**src/rtl/ntt_seq_ctrl.sv**
```systemverilog
// ntt_seq_ctrl -- iterative 8-point NTT over Z_Q (default Q=17, OMEGA=2).
//
// One radix-2 decimation-in-time butterfly is time-shared across 3 stages x
// 4 butterflies, working in place on an 8-entry coefficient register file.
// Coefficients arrive in natural order and are stored bit-reversed, so the
// results can be read out in natural order.
//
// Ports:
//   clk        rising-edge clock
//   rst_n      asynchronous active-low reset (aborts any transform)
//   ntt_start  start request, sampled only in IDLE
//   in_data    input coefficient a[i] (reduced mod Q on write)
//   in_valid   in_data valid
//   in_ready   high in LOAD
//   out_data   result X[k]; 0 whenever out_valid is low
//   out_valid  high in UNLOAD
//   out_ready  consumer accepts out_data
//   busy       high in any state other than IDLE
//   ntt_done   one-cycle pulse in the cycle after the final output beat
//   dbg_state  current FSM state (IDLE=0, LOAD=1, COMPUTE=2, UNLOAD=3)
//
// Handshake: a beat transfers on a rising edge where valid and ready are both
// high. A producer holding valid high keeps its data stable until that edge;
// valid never depends on ready.
//
// Build option: define NTT_INTT_EN to add the 'inverse' input. It is sampled
// with ntt_start and selects OMEGA_INV twiddles plus a final N_INV scaling on
// the read path. Without it the block is forward-only.

module ntt_seq_ctrl #(
  parameter int W         = 8,
  parameter int Q         = 17,
  parameter int OMEGA     = 2,
  parameter int OMEGA_INV = 9,
  parameter int N_INV     = 15
) (
  input  logic         clk,
  input  logic         rst_n,
  input  logic         ntt_start,
`ifdef NTT_INTT_EN
  input  logic         inverse,
`endif
  input  logic [W-1:0] in_data,
  input  logic         in_valid,
  output logic         in_ready,
  output logic [W-1:0] out_data,
  output logic         out_valid,
  input  logic         out_ready,
  output logic         busy,
  output logic         ntt_done,
  output logic [1:0]   dbg_state
);

  typedef enum logic [1:0] {
    IDLE    = 2'd0,
    LOAD    = 2'd1,
    COMPUTE = 2'd2,
    UNLOAD  = 2'd3
  } state_t;

  // Elaboration-time modular power used to build the twiddle table.
  function automatic int pow_mod(input int base, input int e);
    int r;
    r = 1;
    for (int k = 0; k < e; k++) r = (r * base) % Q;
    return r;
  endfunction

  function automatic logic [2:0] bitrev3(input logic [2:0] x);
    return {x[0], x[1], x[2]};
  endfunction

  localparam logic [W-1:0] QW     = W'(Q);
  localparam logic [W-1:0] NINV_W = W'(N_INV);
  localparam logic [W-1:0] TWF0   = W'(pow_mod(OMEGA, 0));
  localparam logic [W-1:0] TWF1   = W'(pow_mod(OMEGA, 1));
  localparam logic [W-1:0] TWF2   = W'(pow_mod(OMEGA, 2));
  localparam logic [W-1:0] TWF3   = W'(pow_mod(OMEGA, 3));
  localparam logic [W-1:0] TWI0   = W'(pow_mod(OMEGA_INV, 0));
  localparam logic [W-1:0] TWI1   = W'(pow_mod(OMEGA_INV, 1));
  localparam logic [W-1:0] TWI2   = W'(pow_mod(OMEGA_INV, 2));
  localparam logic [W-1:0] TWI3   = W'(pow_mod(OMEGA_INV, 3));

  state_t       state, state_nxt;
  logic [3:0]   cnt;      // load beat / butterfly / unload beat counter
  logic         done_q;
  logic         inv_q;
  logic         in_hs, out_hs;
  logic [W-1:0] rf [8];

  assign in_hs  = in_valid & in_ready;
  assign out_hs = out_valid & out_ready;

  // ---------------------------------------------------------------------------
  // FSM: state register
  // ---------------------------------------------------------------------------
  always_ff @(posedge clk or negedge rst_n) begin
    if (!rst_n) state <= IDLE;
    else        state <= state_nxt;
  end

  // ---------------------------------------------------------------------------
  // FSM: next state
  // ---------------------------------------------------------------------------
  always_comb begin
    state_nxt = state;
    case (state)
      IDLE:    if (ntt_start)               state_nxt = LOAD;
      LOAD:    if (in_hs && cnt == 4'd7)    state_nxt = COMPUTE;
      COMPUTE: if (cnt == 4'd11)            state_nxt = UNLOAD;
      UNLOAD:  if (out_hs && cnt == 4'd7)   state_nxt = IDLE;
      default:                              state_nxt = IDLE;
    endcase
  end

  // ---------------------------------------------------------------------------
  // Counter and done pulse
  // ---------------------------------------------------------------------------
  always_ff @(posedge clk or negedge rst_n) begin
    if (!rst_n) begin
      cnt    <= '0;
      done_q <= 1'b0;
    end else begin
      done_q <= (state == UNLOAD) && out_hs && (cnt == 4'd7);
      case (state)
        IDLE:    cnt <= '0;
        LOAD:    if (in_hs)  cnt <= (cnt == 4'd7)  ? 4'd0 : cnt + 4'd1;
        COMPUTE:             cnt <= (cnt == 4'd11) ? 4'd0 : cnt + 4'd1;
        UNLOAD:  if (out_hs) cnt <= (cnt == 4'd7)  ? 4'd0 : cnt + 4'd1;
        default:             cnt <= '0;
      endcase
    end
  end

  // Direction flag is captured at start so a later change on 'inverse'
  // cannot corrupt a transform in flight.
`ifdef NTT_INTT_EN
  always_ff @(posedge clk or negedge rst_n) begin
    if (!rst_n)                          inv_q <= 1'b0;
    else if (state == IDLE && ntt_start) inv_q <= inverse;
  end
`else
  assign inv_q = 1'b0;
`endif

  // ---------------------------------------------------------------------------
  // Butterfly datapath
  // cnt[3:2] is the stage s (half-span m = 2^s), cnt[1:0] the butterfly b.
  // p = (b/m)*2m + b%m, q = p + m, twiddle exponent = (b%m) * 4/m.
  // ---------------------------------------------------------------------------
  logic [1:0]     stage, bf, tw_exp;
  logic [2:0]     idx_p, idx_q;
  logic [W-1:0]   tw, r_p, r_q, t, sum_m, diff_m;
  logic [2*W-1:0] prod;
  logic [W:0]     sum, diff;

  always_comb begin
    stage = cnt[3:2];
    bf    = cnt[1:0];
    case (stage)
      2'd0: begin
        idx_p  = {bf, 1'b0};
        idx_q  = {bf, 1'b1};
        tw_exp = 2'd0;
      end
      2'd1: begin
        idx_p  = {bf[1], 1'b0, bf[0]};
        idx_q  = {bf[1], 1'b1, bf[0]};
        tw_exp = {bf[0], 1'b0};
      end
      default: begin
        idx_p  = {1'b0, bf};
        idx_q  = {1'b1, bf};
        tw_exp = bf;
      end
    endcase

    case ({inv_q, tw_exp})
      3'b000:  tw = TWF0;
      3'b001:  tw = TWF1;
      3'b010:  tw = TWF2;
      3'b011:  tw = TWF3;
      3'b100:  tw = TWI0;
      3'b101:  tw = TWI1;
      3'b110:  tw = TWI2;
      default: tw = TWI3;
    endcase

    r_p  = rf[idx_p];
    r_q  = rf[idx_q];
    prod = {{W{1'b0}}, tw} * {{W{1'b0}}, r_q};
    t    = W'(prod % {{W{1'b0}}, QW});

    // Operands are already reduced, so one conditional subtract suffices.
    sum    = {1'b0, r_p} + {1'b0, t};
    sum_m  = (sum >= {1'b0, QW}) ? W'(sum - {1'b0, QW}) : W'(sum);
    diff   = {1'b0, r_p} + {1'b0, QW} - {1'b0, t};
    diff_m = (diff >= {1'b0, QW}) ? W'(diff - {1'b0, QW}) : W'(diff);
  end

  // ---------------------------------------------------------------------------
  // Register file: contents are don't-care after reset, so no reset branch.
  // ---------------------------------------------------------------------------
  always_ff @(posedge clk) begin
    if (state == LOAD && in_hs) begin
      rf[bitrev3(cnt[2:0])] <= in_data % QW;
    end else if (state == COMPUTE) begin
      rf[idx_p] <= sum_m;
      rf[idx_q] <= diff_m;
    end
  end

  // ---------------------------------------------------------------------------
  // Read path and FSM outputs
  // ---------------------------------------------------------------------------
  logic [W-1:0]   rd_raw, rd_scaled;
  logic [2*W-1:0] rd_prod;

  always_comb begin
    rd_raw    = rf[cnt[2:0]];
    rd_prod   = {{W{1'b0}}, rd_raw} * {{W{1'b0}}, NINV_W};
    rd_scaled = W'(rd_prod % {{W{1'b0}}, QW});

    in_ready  = (state == LOAD);
    out_valid = (state == UNLOAD);
    busy      = (state != IDLE);
    ntt_done  = done_q;
    dbg_state = state;
    // Gated so out_data reads 0 outside UNLOAD, including straight after reset.
    out_data  = out_valid ? (inv_q ? rd_scaled : rd_raw) : '0;
  end

endmodule

```
**config.mk**
```make
export PLATFORM = sky130hd
export DESIGN_NAME = ntt_seq_ctrl
export DESIGN_NICKNAME = d
export VERILOG_FILES = /design/src/rtl/ntt_seq_ctrl.sv
export SDC_FILE = /design/constraint.sdc
export NUM_CORES = 1
export LEC_CHECK = 0
export ABC_CLOCK_PERIOD_IN_PS = 22800
export BUFFER_PORTS_ARGS = -buffer_cell sky130_fd_sc_hd__buf_4
export CAP_MARGIN = 20
export CORE_UTILIZATION = 45
export CTS_CLUSTER_DIAMETER = 40
export DETAILED_ROUTE_END_ITERATION = 8
export PLACE_DENSITY = 0.6
export SYNTH_ARGS = -nofsm -noshare
export SYNTH_HDL_FRONTEND = slang
export SYNTH_SLANG_ARGS = --single-unit
```
**constraint.sdc**
```tcl
create_clock -name clk -period 22.8 [get_ports clk]
set_clock_uncertainty 0.2 [all_clocks]
set_input_delay 1.14 -clock clk [delete_from_list [all_inputs] [get_ports clk]]
set_output_delay 1.14 -clock clk [all_outputs]
set_load 0.02 [all_outputs]
```
==> summary.md, run 1 <==
| Metric | Value |
|---|---|
| Outcome | completed |
| Synth Cell Area | 9260 um2 |
| Core area | 20200 um2 |
| Worst r2r src | cnt[3]$_DFFE_PN0P_ |
| Layout cell share with drive strength beyond 1 | 15.5% |
| Wire per inst | 19.6 um |
| CTS Hold Bufs | 0 |
| Initial antenna violation count | 0 |
| Largest net degree at the start of global routing | slightly above 50 |
| Max cap viols | 0 |
| Slew HR | 24.1% |
| CTS Buf Count | 9 |
| Crit end category | register |
| Syn Inst Count | between 1000 and 1500 |
| Root buf cell | clkbuf_16 |
| Most common cell after layout, fill and taps aside | nor2_1 |
| Filler Cell Count | 1924 |
| Post-synth ARST share | 9.86% |
| Worst path top cell family by delay | compound AO/OA/AOI/OAI gates |
| TritonRoute pass-1 iters | 5 |
| Capturing point of the worst reg2reg path | rf[3][6]$_DFFE_PP_ |
| Crit Path Class | register to register |
| Std-Cell Rows | 52 |
| Cell area after layout | 10000 um2 |
| Die Ht | approximately 150 um |
| Most frequent cells in the layout | nor2_1 (107), nand2_1 (80), inv_1 (65) |
| Critical Path RT | around 23000 ps |
| Setup bufs post-CTS | 0 |
| Gr ovfl total | 0 |
| Crit path from | cnt[3]$_DFFE_PN0P_ |
| Critical Path Most Common Cell | inv_1 |
| CP max stage delay | 680 ps |
| Vias in the first global route | between 7000 and 8000 |
| Fmax | slightly above 0.06 GHz |
| Diodes inserted | 0 |
| Routed WL | approximately 26000 um |
| Syn_area_per_cell | 8.90 um2 |
| CP Buf/Inv Count | 7 |
| Worst Path Arrival | 16170 ps |
| Setup Viol. Count Final | 0 |
| Ys Warns | 0 |
| Unrepaired setup endpoints after global routing | no |
| FF+latch area | 2100 um2 |
| Final Hold Viols | 0 |
| Crit Path Max Fanout | 16 |
| Vias post-DR | a little over 8000 |
| EDFF count, synth | 64 |
| CTS Sinks | just over 70 |
| Clock latency at the later pin of the worst-skew pair | around 340 ps |
| Hold/Removal Path Class | input port to async pin |
| IO buf count | 26 |
| Remaining DRCs | 0 |
| Setup TNS | 0 ps |
| Reg clk slew, reported paths | roughly 60 ps |
| CTS tree | done |
| Die area | 21200 um2 |
| Initial drt markers | 629 |
| Routed Antenna Nets | 0 |
| Effective utilization at floorplan | 45.8% |
| Vias per cell | 6.21 |
| Primary FF master, synth | edfxtp_1 |
| Worst slew pin tran | 1130 ps |
| H-tree Lvls | 3 |
| GRT Util Overall | 24.7% |
| Area of the multi-input gates | 6740 um2 |
| Hpwl dp | 19200 um |
| I/O Pins | 27 |
| Max-slew violation count | 0 |
| Register area share after synthesis | 22.6% |
| RD Place Congestion | 0.918 |
| Crit path max-delay cell type | a221oi_1 |
| Post-CTS Resized | 0 |
| Clock buffer depth | 2 |
| Synth unique cells | 90 |
| Final min period | 16310 ps |
| Reg2reg setup slack | 6490 ps |
| Area Growth Syn to Fin | 8.36% |
| Layout net count | between 1000 and 1500 |
| Die Wd | 145 um |
| Dpl cell area | between 9000 and 10000 um2 |
| Crit start category | register |
| Syn Nets | approximately 1100 |
| Fin crit share | 71.5% |
| FF+latch count, synth | 71 |
| Global-route wire length before repair | approximately 42000 um |
| Cell count of the worst reg-to-reg path | 58 |
-- state kept, by name, summed over array words and instances (netlist names) --
register and flops:
cnt 4, rf 64, ntt_done 1, dbg_state 2
-- worst max-delay path by stage --
| stage | end | slack [ps] | depth (start not counted) |
|---|---|---|---|
| after floorplan | rf[3][6]$_DFFE_PP_ | 9840 | 58 |
| after global placement | rf[3][6]$_DFFE_PP_ | 7040 | 58 |
| after detailed placement | rf[3][6]$_DFFE_PP_ | 6740 | 58 |
| after CTS | rf[3][6]$_DFFE_PP_ | 6680 | 58 |
| after global routing | rf[3][6]$_DFFE_PP_ | 5360 | 58 |
| final | rf[3][6]$_DFFE_PP_ | 6490 | 58 |
-- final cells by class --
type	count	area share [%]
clock inverters	6	0.935
well taps	270	3.37
flip-flops and latches	71	20.9
repair buffers	38	2.82
multi-input cells	855	67.2
inverters	68	2.54
clock buffers	9	2.24
-- cells by family after synthesis --
family	count (synthesis)	synth area share, %
AND/OR/NAND/NOR	330	17.2
multiplexers	110	16.8
buffers and inverters	114	4.72
flip-flops	71	22.6
XOR/XNOR	50	5.01
adder cells (fa/ha/maj)	73	11.0
AO/OA/AOI/OAI	292	22.6
-- through the flow --
| step | utilization (%) | hold slack (ps) | std cells | setup WS (ps) |
|---|---|---|---|---|
| floorplan | - | 527 | 1040 | 9840 |
| global placement | 48.0 | 477 | 1301 | 7040 |
| detailed placement | 48.0 | 489 | 1301 | 6740 |
| CTS | 49.6 | 403 | 1316 | 6680 |
| global route | 49.6 | 409 | 1317 | 5360 |
| finish | 49.6 | 405 | 1317 | 6490 |
-- cells in the mapped netlist (all sizes together) (4+ instances only) --
library cell / n / area share (%)
a211o: 4 / 0.38
a211oi: 23 / 2.2
a21o: 10 / 0.81
a21oi: 62 / 3.6
a22oi: 5 / 0.41
a311oi: 5 / 0.54
a32oi: 4 / 0.38
and2: 7 / 0.47
and3: 12 / 0.86
buf: 12 / 0.58
clkbuf: 34 / 1.4
dfrtp: 7 / 1.9
edfxtp: 64 / 21
fa: 14 / 3.0
ha: 59 / 8.0
inv: 65 / 2.6
mux2: 24 / 3.0
mux2i: 53 / 5.9
mux4: 33 / 8.0
nand2: 80 / 3.2
nand2b: 13 / 0.88
nand3: 29 / 1.6
nand3b: 4 / 0.32
nand4: 5 / 0.34
nor2: 107 / 4.3
nor2b: 7 / 0.47
nor3: 25 / 1.6
nor3b: 4 / 0.32
o211ai: 14 / 1.2
o21a: 14 / 1.1
o21ai: 65 / 3.7
o21bai: 7 / 0.57
o221ai: 6 / 0.63
o22ai: 19 / 1.3
o31ai: 12 / 1.1
o41ai: 5 / 0.47
or2: 19 / 1.3
or3: 8 / 0.59
xnor2: 35 / 3.4
xor2: 15 / 1.6
-- worst reg2reg max path, delay by kind of cell, from the launching register on --
| kind | cells | cell delay, ps |
|---|---|---|
| compound gates | 26 | 7390 |
| fa+ha+maj | 7 | 2720 |
| simple gates | 12 | 2630 |
| xor+xnor | 5 | 1420 |
| buf+inv | 7 | 840 |
| flops | 1 | 560 |
| mux | 1 | 260 |
-- layer usage --
layer	GRT usage, %	part of all wire (%)	vias to the layer above
met5	0	0	-
met4	6.95	2.3	0
met3	3.10	5.3	45
met2	40.8	48	260
met1	33.9	45	3964
li1	-	-	3912
Power of run 1 is left out: the tool's default activity adds up to more than one toggle a clock period on the data nets, which glitch-free logic cannot reach.
==> run 2: changes to the inputs <==
--- a/config.mk
+++ b/config.mk
@@ -5,7 +5,7 @@
 export SDC_FILE = /design/constraint.sdc
 export NUM_CORES = 1
 export LEC_CHECK = 0
-export ABC_CLOCK_PERIOD_IN_PS = 22800
+export ABC_CLOCK_PERIOD_IN_PS = 16900
 export BUFFER_PORTS_ARGS = -buffer_cell sky130_fd_sc_hd__buf_4
 export CAP_MARGIN = 20
 export CORE_UTILIZATION = 45
==> constraint.sdc (replaced) <==
create_clock -name clk -period 16.9 [get_ports clk]
set_clock_uncertainty 0.2 [all_clocks]
set_input_delay 0.845 -clock clk [delete_from_list [all_inputs] [get_ports clk]]
set_output_delay 0.845 -clock clk [all_outputs]
set_load 0.02 [all_outputs]
==> summary.md, run 2 (same netlist as run 1, synthesis figures left out) <==
| Metric | Value |
|---|---|
| Critical Path Most Common Cell | inv_1 (unchanged) |
| Hpwl dp | 19300 um (was 19200 um) |
| Core area | 20200 um2 (unchanged) |
| GRT Util Overall | 24.4% (was 24.7%) |
| Std-Cell Rows | 52 (unchanged) |
| Vias in the first global route | 7675 (was 7631) |
| Setup Viol. Count Final | 0 (unchanged) |
| Global routing's busiest layer | met2 (unchanged) |
| Max cap viols | 0 (unchanged) |
| FF+latch area | 2100 um2 (unchanged) |
| RD Place Congestion | 0.914 (was 0.918) |
| Final Hold Viols | 0 (unchanged) |
| Setup ws final | 1220 ps (was 6490 ps) |
| Area of the multi-input gates | 6800 um2 (was 6740 um2) |
| Effective utilization at floorplan | 45.8% (unchanged) |
| CP max stage delay | 720 ps (was 680 ps) |
| Reg2reg setup slack | 1220 ps (was 6490 ps) |
| CTS Buf Count | 9 (unchanged) |
| Setup WS pre-CTS | 948 ps (was 6740 ps) |
| Grt met3 use | 2.54% (was 3.10%) |
| Routed WL | 25900 um (about the same) |
| Vias per cell | 6.22 (was 6.21) |
| Wire per inst | 19.7 um (was 19.6 um) |
| Vias post-DR | 8186 (was 8181) |
| Largest net degree at the start of global routing | 35 (was 51) |
| Die Wd | 145 um (unchanged) |
| Layout net count | 1127 (was 1129) |
| Gr ovfl total | 0 (unchanged) |
| Setup bufs post-CTS | 0 (unchanged) |
| Area Growth Syn to Fin | 8.66% (was 8.36%) |
| Slew HR | 23.6% (was 24.1%) |
| Diodes inserted | 0 (unchanged) |
| Crit Path Max Fanout | 16 (unchanged) |
| Fmax | 0.0638 GHz (was 0.0613 GHz) |
| Critical Path RT | 16750 ps (was 22660 ps) |
| Root buf cell | clkbuf_16 (unchanged) |
| TritonRoute pass-1 iters | 5 (unchanged) |
| Clock buffer depth | 2 (unchanged) |
| Crit start category | register (unchanged) |
| Max reg flops | 64 (unchanged) |
| Remaining DRCs | 0 (unchanged) |
| Clock latency at the later pin of the worst-skew pair | 340 ps (about the same) |
| Hold/Removal Path Class | input port to async pin (unchanged) |
| IO buf count | 26 (unchanged) |
| Initial antenna violation count | 0 (unchanged) |
| Reg clk slew, reported paths | 60 ps (about the same) |
| Initial drt markers | 564 (was 629) |
| Cell area after layout | 10100 um2 (was 10000 um2) |
| Largest Register | rf (unchanged) |
| Worst Path Arrival | 15530 ps (was 16170 ps) |
| Die area | 21200 um2 (unchanged) |
| Grt met2 use | 41.1% (was 40.8%) |
| CTS tree | done (unchanged) |
| Outcome | completed (unchanged) |
| Filler Cell Count | 1918 (was 1924) |
| Die Ht | 145 um (unchanged) |
| Worst slew pin tran | 1140 ps (was 1130 ps) |
| Most common cell after layout, fill and taps aside | nor2_1 (unchanged) |
| Final min period | 15680 ps (was 16310 ps) |
| Global-route wire length before repair | 41200 um (was 41800 um) |
| CTS Sinks | 71 (unchanged) |
| Routed Antenna Nets | 0 (unchanged) |
| Crit end category | register (unchanged) |
| Crit Path Class | register to register (unchanged) |
| Max-slew violation count | 0 (unchanged) |
| Crit path max-delay cell type | a21oi_1 (was a221oi_1) |
| Dpl cell area | 9720 um2 (was 9710 um2) |
| H-tree Lvls | 3 (unchanged) |
| Most frequent cells in the layout | nor2_1 (107), nand2_1 (80), inv_1 (65) (unchanged) |
| I/O Pins | 27 (unchanged) |
| Met1 GRT Util | 33.0% (was 33.9%) |
| Setup TNS | 0 ps (unchanged) |
| Fin crit share | 92.8% (was 71.5%) |
| Layout cell share with drive strength beyond 1 | 16.1% (was 15.5%) |
-- run 2: timing repair --
| item | in CTS | in global routing |
|---|---|---|
| setup endpoints to repair | 0 | 31 |
| hold buffers | 0 | 0 |
| gates resized for setup | 0 | 7 |
-- run 2: path summary, 6_finish.rpt --
path	from	to	cells past startpoint
max in group asynchronous	rst_n	cnt[0]$_DFFE_PN0P_	1
worst max register to register	cnt[3]$_DFFE_PN0P_	rf[4][4]$_DFFE_PP_	54
min in group clk	dbg_state[0]$_DFFE_PN0P_	dbg_state[0]$_DFFE_PN0P_	2
worst min register to register	dbg_state[0]$_DFFE_PN0P_	dbg_state[0]$_DFFE_PN0P_	2
worst min-delay path	rst_n	ntt_done$_DFF_PN0_	1
worst max-delay path	cnt[3]$_DFFE_PN0P_	rf[4][4]$_DFFE_PP_	54
-- run 2: worst max-delay path, delay by kind of cell (launching register included) --
kind	cells	cell delay, ps
compound gates	26	7310
xor+xnor	5	1420
fa+ha+maj	7	2470
buf+inv	5	680
flops	1	570
mux	2	440
simple gates	9	2260
-- run 2: stage by stage --
stage	hold WS, ps	utilization, %	cells
5_1_grt	108	49.7	1316
6_report	101	49.7	1316
4_1_cts	102	49.5	1316
3_5_place_dp	464	48.0	1300
2_1_floorplan	349	-	1040
3_3_place_gp	464	48.0	1300
-- run 2: area by class of cell --
cell class,instances,area share (%)
clock inverters,7,0.796
flip-flops and latches,71,20.9
repair buffers,36,2.69
well taps,270,3.36
multi-input cells,855,67.5
inverters,68,2.54
clock buffers,9,2.24
-- run 2: per-layer routing --
| metal | part of all wire, % | vias to the layer above |
|---|---|---|
| met2 | 48 | 218 |
| met4 | 2.9 | 0 |
| met1 | 45 | 4005 |
| met5 | 0 | - |
| met3 | 4.4 | 46 |
| li1 | - | 3917 |
Power of run 2 is left out for the same reason.
==> run 3: changes to the inputs <==
--- a/config.mk
+++ b/config.mk
@@ -15,3 +15,4 @@
 export SYNTH_ARGS = -nofsm -noshare
 export SYNTH_HDL_FRONTEND = slang
 export SYNTH_SLANG_ARGS = --single-unit
+export TNS_END_PERCENT = 20
==> constraint.sdc (replaced) <==
create_clock -name clk -period 16.9 [get_ports clk]
set_clock_uncertainty 0.2 [all_clocks]
set_input_delay 0.845 -clock clk [delete_from_list [all_inputs] [get_ports clk]]
set_output_delay 0.845 -clock clk [all_outputs]
set_load 0.05 [all_outputs]
==> summary.md, run 3 (same netlist as run 1, synthesis figures left out) <==
| Metric | Value |
|---|---|
| Global-route wire length before repair | 41200 um (unchanged) |
| I/O Pins | 27 (unchanged) |
| Clock buffer depth | 2 (unchanged) |
| CTS Hold Bufs | 0 (unchanged) |
| Top Layer Used | met4 (unchanged) |
| Most frequent cells in the layout | nor2_1 (107), nand2_1 (80), inv_1 (65) (unchanged) |
| Die area | 21200 um2 (unchanged) |
| Fin crit share | 93.3% (was 92.8%) |
| Worst path top cell family by delay | compound AO/OA/AOI/OAI gates (unchanged) |
| Clock latency at the later pin of the worst-skew pair | 340 ps (about the same) |
| Most common cell after layout, fill and taps aside | nor2_1 (unchanged) |
| TritonRoute pass-1 iters | 5 (unchanged) |
| Hold/Removal Path Class | input port to async pin (unchanged) |
| Die Wd | 145 um (unchanged) |
| Max-slew violation count | 0 (unchanged) |
| Std-Cell Rows | 52 (unchanged) |
| IO buf count | 26 (unchanged) |
| Routed Antenna Nets | 0 (unchanged) |
| Met3 wire len | 1180 um (was 1140 um) |
| Largest net degree at the start of global routing | 35 (unchanged) |
| Max cap viols | 0 (unchanged) |
| Max reg flops | 64 (unchanged) |
| Vias in the first global route | 7675 (unchanged) |
| M1 wire length | 11600 um (about the same) |
| CTS Buf Count | 9 (unchanged) |
| Critical Path RT | 16750 ps (about the same) |
| Outcome | completed (unchanged) |
| Setup bufs post-CTS | 0 (unchanged) |
| Routed length on met2 | 12400 um (about the same) |
| GRT Util Overall | 24.4% (unchanged) |
| Fmax | 0.0634 GHz (was 0.0638 GHz) |
| Root buf cell | clkbuf_16 (unchanged) |
| Diodes inserted | 0 (unchanged) |
| Final Hold Viols | 0 (unchanged) |
| Final hold slack | 99.0 ps (was 101 ps) |
| Slew HR | 24.2% (was 23.6%) |
| Area Growth Syn to Fin | 8.62% (was 8.66%) |
| Largest Register | rf (unchanged) |
| H-tree Lvls | 3 (unchanged) |
| Critical Path Most Common Cell | inv_1 (unchanged) |
| CTS tree | done (unchanged) |
| Vias per cell | 6.24 (was 6.22) |
| Gr ovfl total | 0 (unchanged) |
| Layout net count | 1127 (unchanged) |
| Effective utilization at floorplan | 45.8% (unchanged) |
| Routed WL | 25900 um (about the same) |
| Vias post-DR | 8213 (was 8186) |
| Wire per inst | 19.7 um (about the same) |
| Initial drt markers | 562 (was 564) |
| CTS Sinks | 71 (unchanged) |
| Initial antenna violation count | 0 (unchanged) |
| Setup Viol. Count Final | 0 (unchanged) |
| Crit path max-delay cell type | a21oi_1 (unchanged) |
| Hpwl dp | 19300 um (unchanged) |
| Crit Path Max Fanout | 16 (unchanged) |
| Crit start category | register (unchanged) |
| CP Buf/Inv Count | 5 (unchanged) |
| Final min period | 15760 ps (was 15680 ps) |
| CP max stage delay | 730 ps (was 720 ps) |
| Layout cell share with drive strength beyond 1 | 16.0% (was 16.1%) |
| Crit end category | register (unchanged) |
| Crit Path Class | register to register (unchanged) |
| Worst slew pin tran | 1130 ps (was 1140 ps) |
| Core area | 20200 um2 (unchanged) |
| RD Place Congestion | 0.914 (unchanged) |
| Worst Path Arrival | 15610 ps (was 15530 ps) |
| Remaining DRCs | 0 (unchanged) |
| Reg clk slew, reported paths | 60 ps (about the same) |
| Post-CTS Resized | 0 (unchanged) |
| Die Ht | 145 um (unchanged) |
run 3: cell count changes in the layout (fill, tap and decap cells not counted):
cell,previous run,this run
a21oi_2,8,7
a21oi_1,54,55
run 3: per-stage QoR:
step	setup TNS [ps]	cell area, um2	utilization (%)	worst slack [ps]	cells
floorplan	0	9260	-	3940	1040
global placement	0	9720	48.0	1160	1300
detailed placement	0	9720	48.0	948	1300
CTS	0	10000	49.5	895	1316
global route	-3.09	10100	49.7	-3.09	1316
finish	0	10100	49.7	1140	1316
run 3: final timing paths:
kind	cells after the start	to	from	slack (ps)
setup / recovery	54	rf[4][4]$_DFFE_PP_	cnt[3]$_DFFE_PN0P_	1140
min in group clk	2	dbg_state[0]$_DFFE_PN0P_	dbg_state[0]$_DFFE_PN0P_	490
hold reg to reg	2	dbg_state[0]$_DFFE_PN0P_	dbg_state[0]$_DFFE_PN0P_	490
setup reg to reg	54	rf[4][4]$_DFFE_PP_	cnt[3]$_DFFE_PN0P_	1140
hold / removal	1	ntt_done$_DFF_PN0_	rst_n	100
max in group asynchronous	1	cnt[0]$_DFFE_PN0P_	rst_n	16270
run 3: area by class of cell:
cell class	count	area (um2)
Timing Repair Buffer	36	270
Inverter	68	255
Tap cell	270	338
Multi-Input combinational cell	855	6790
Clock buffer	9	225
Sequential cell	71	2100
Fill cell	1918	10200
Clock inverter	7	80.1
run 3: layer usage:
layer  vias up  global-route usage [%]
li1       3918                       -
met4         0                    7.84
met3        48                    2.54
met1      4015                    33.0
met2       232                    41.1
met5         -                       0
Power of run 3 is left out for the same reason.
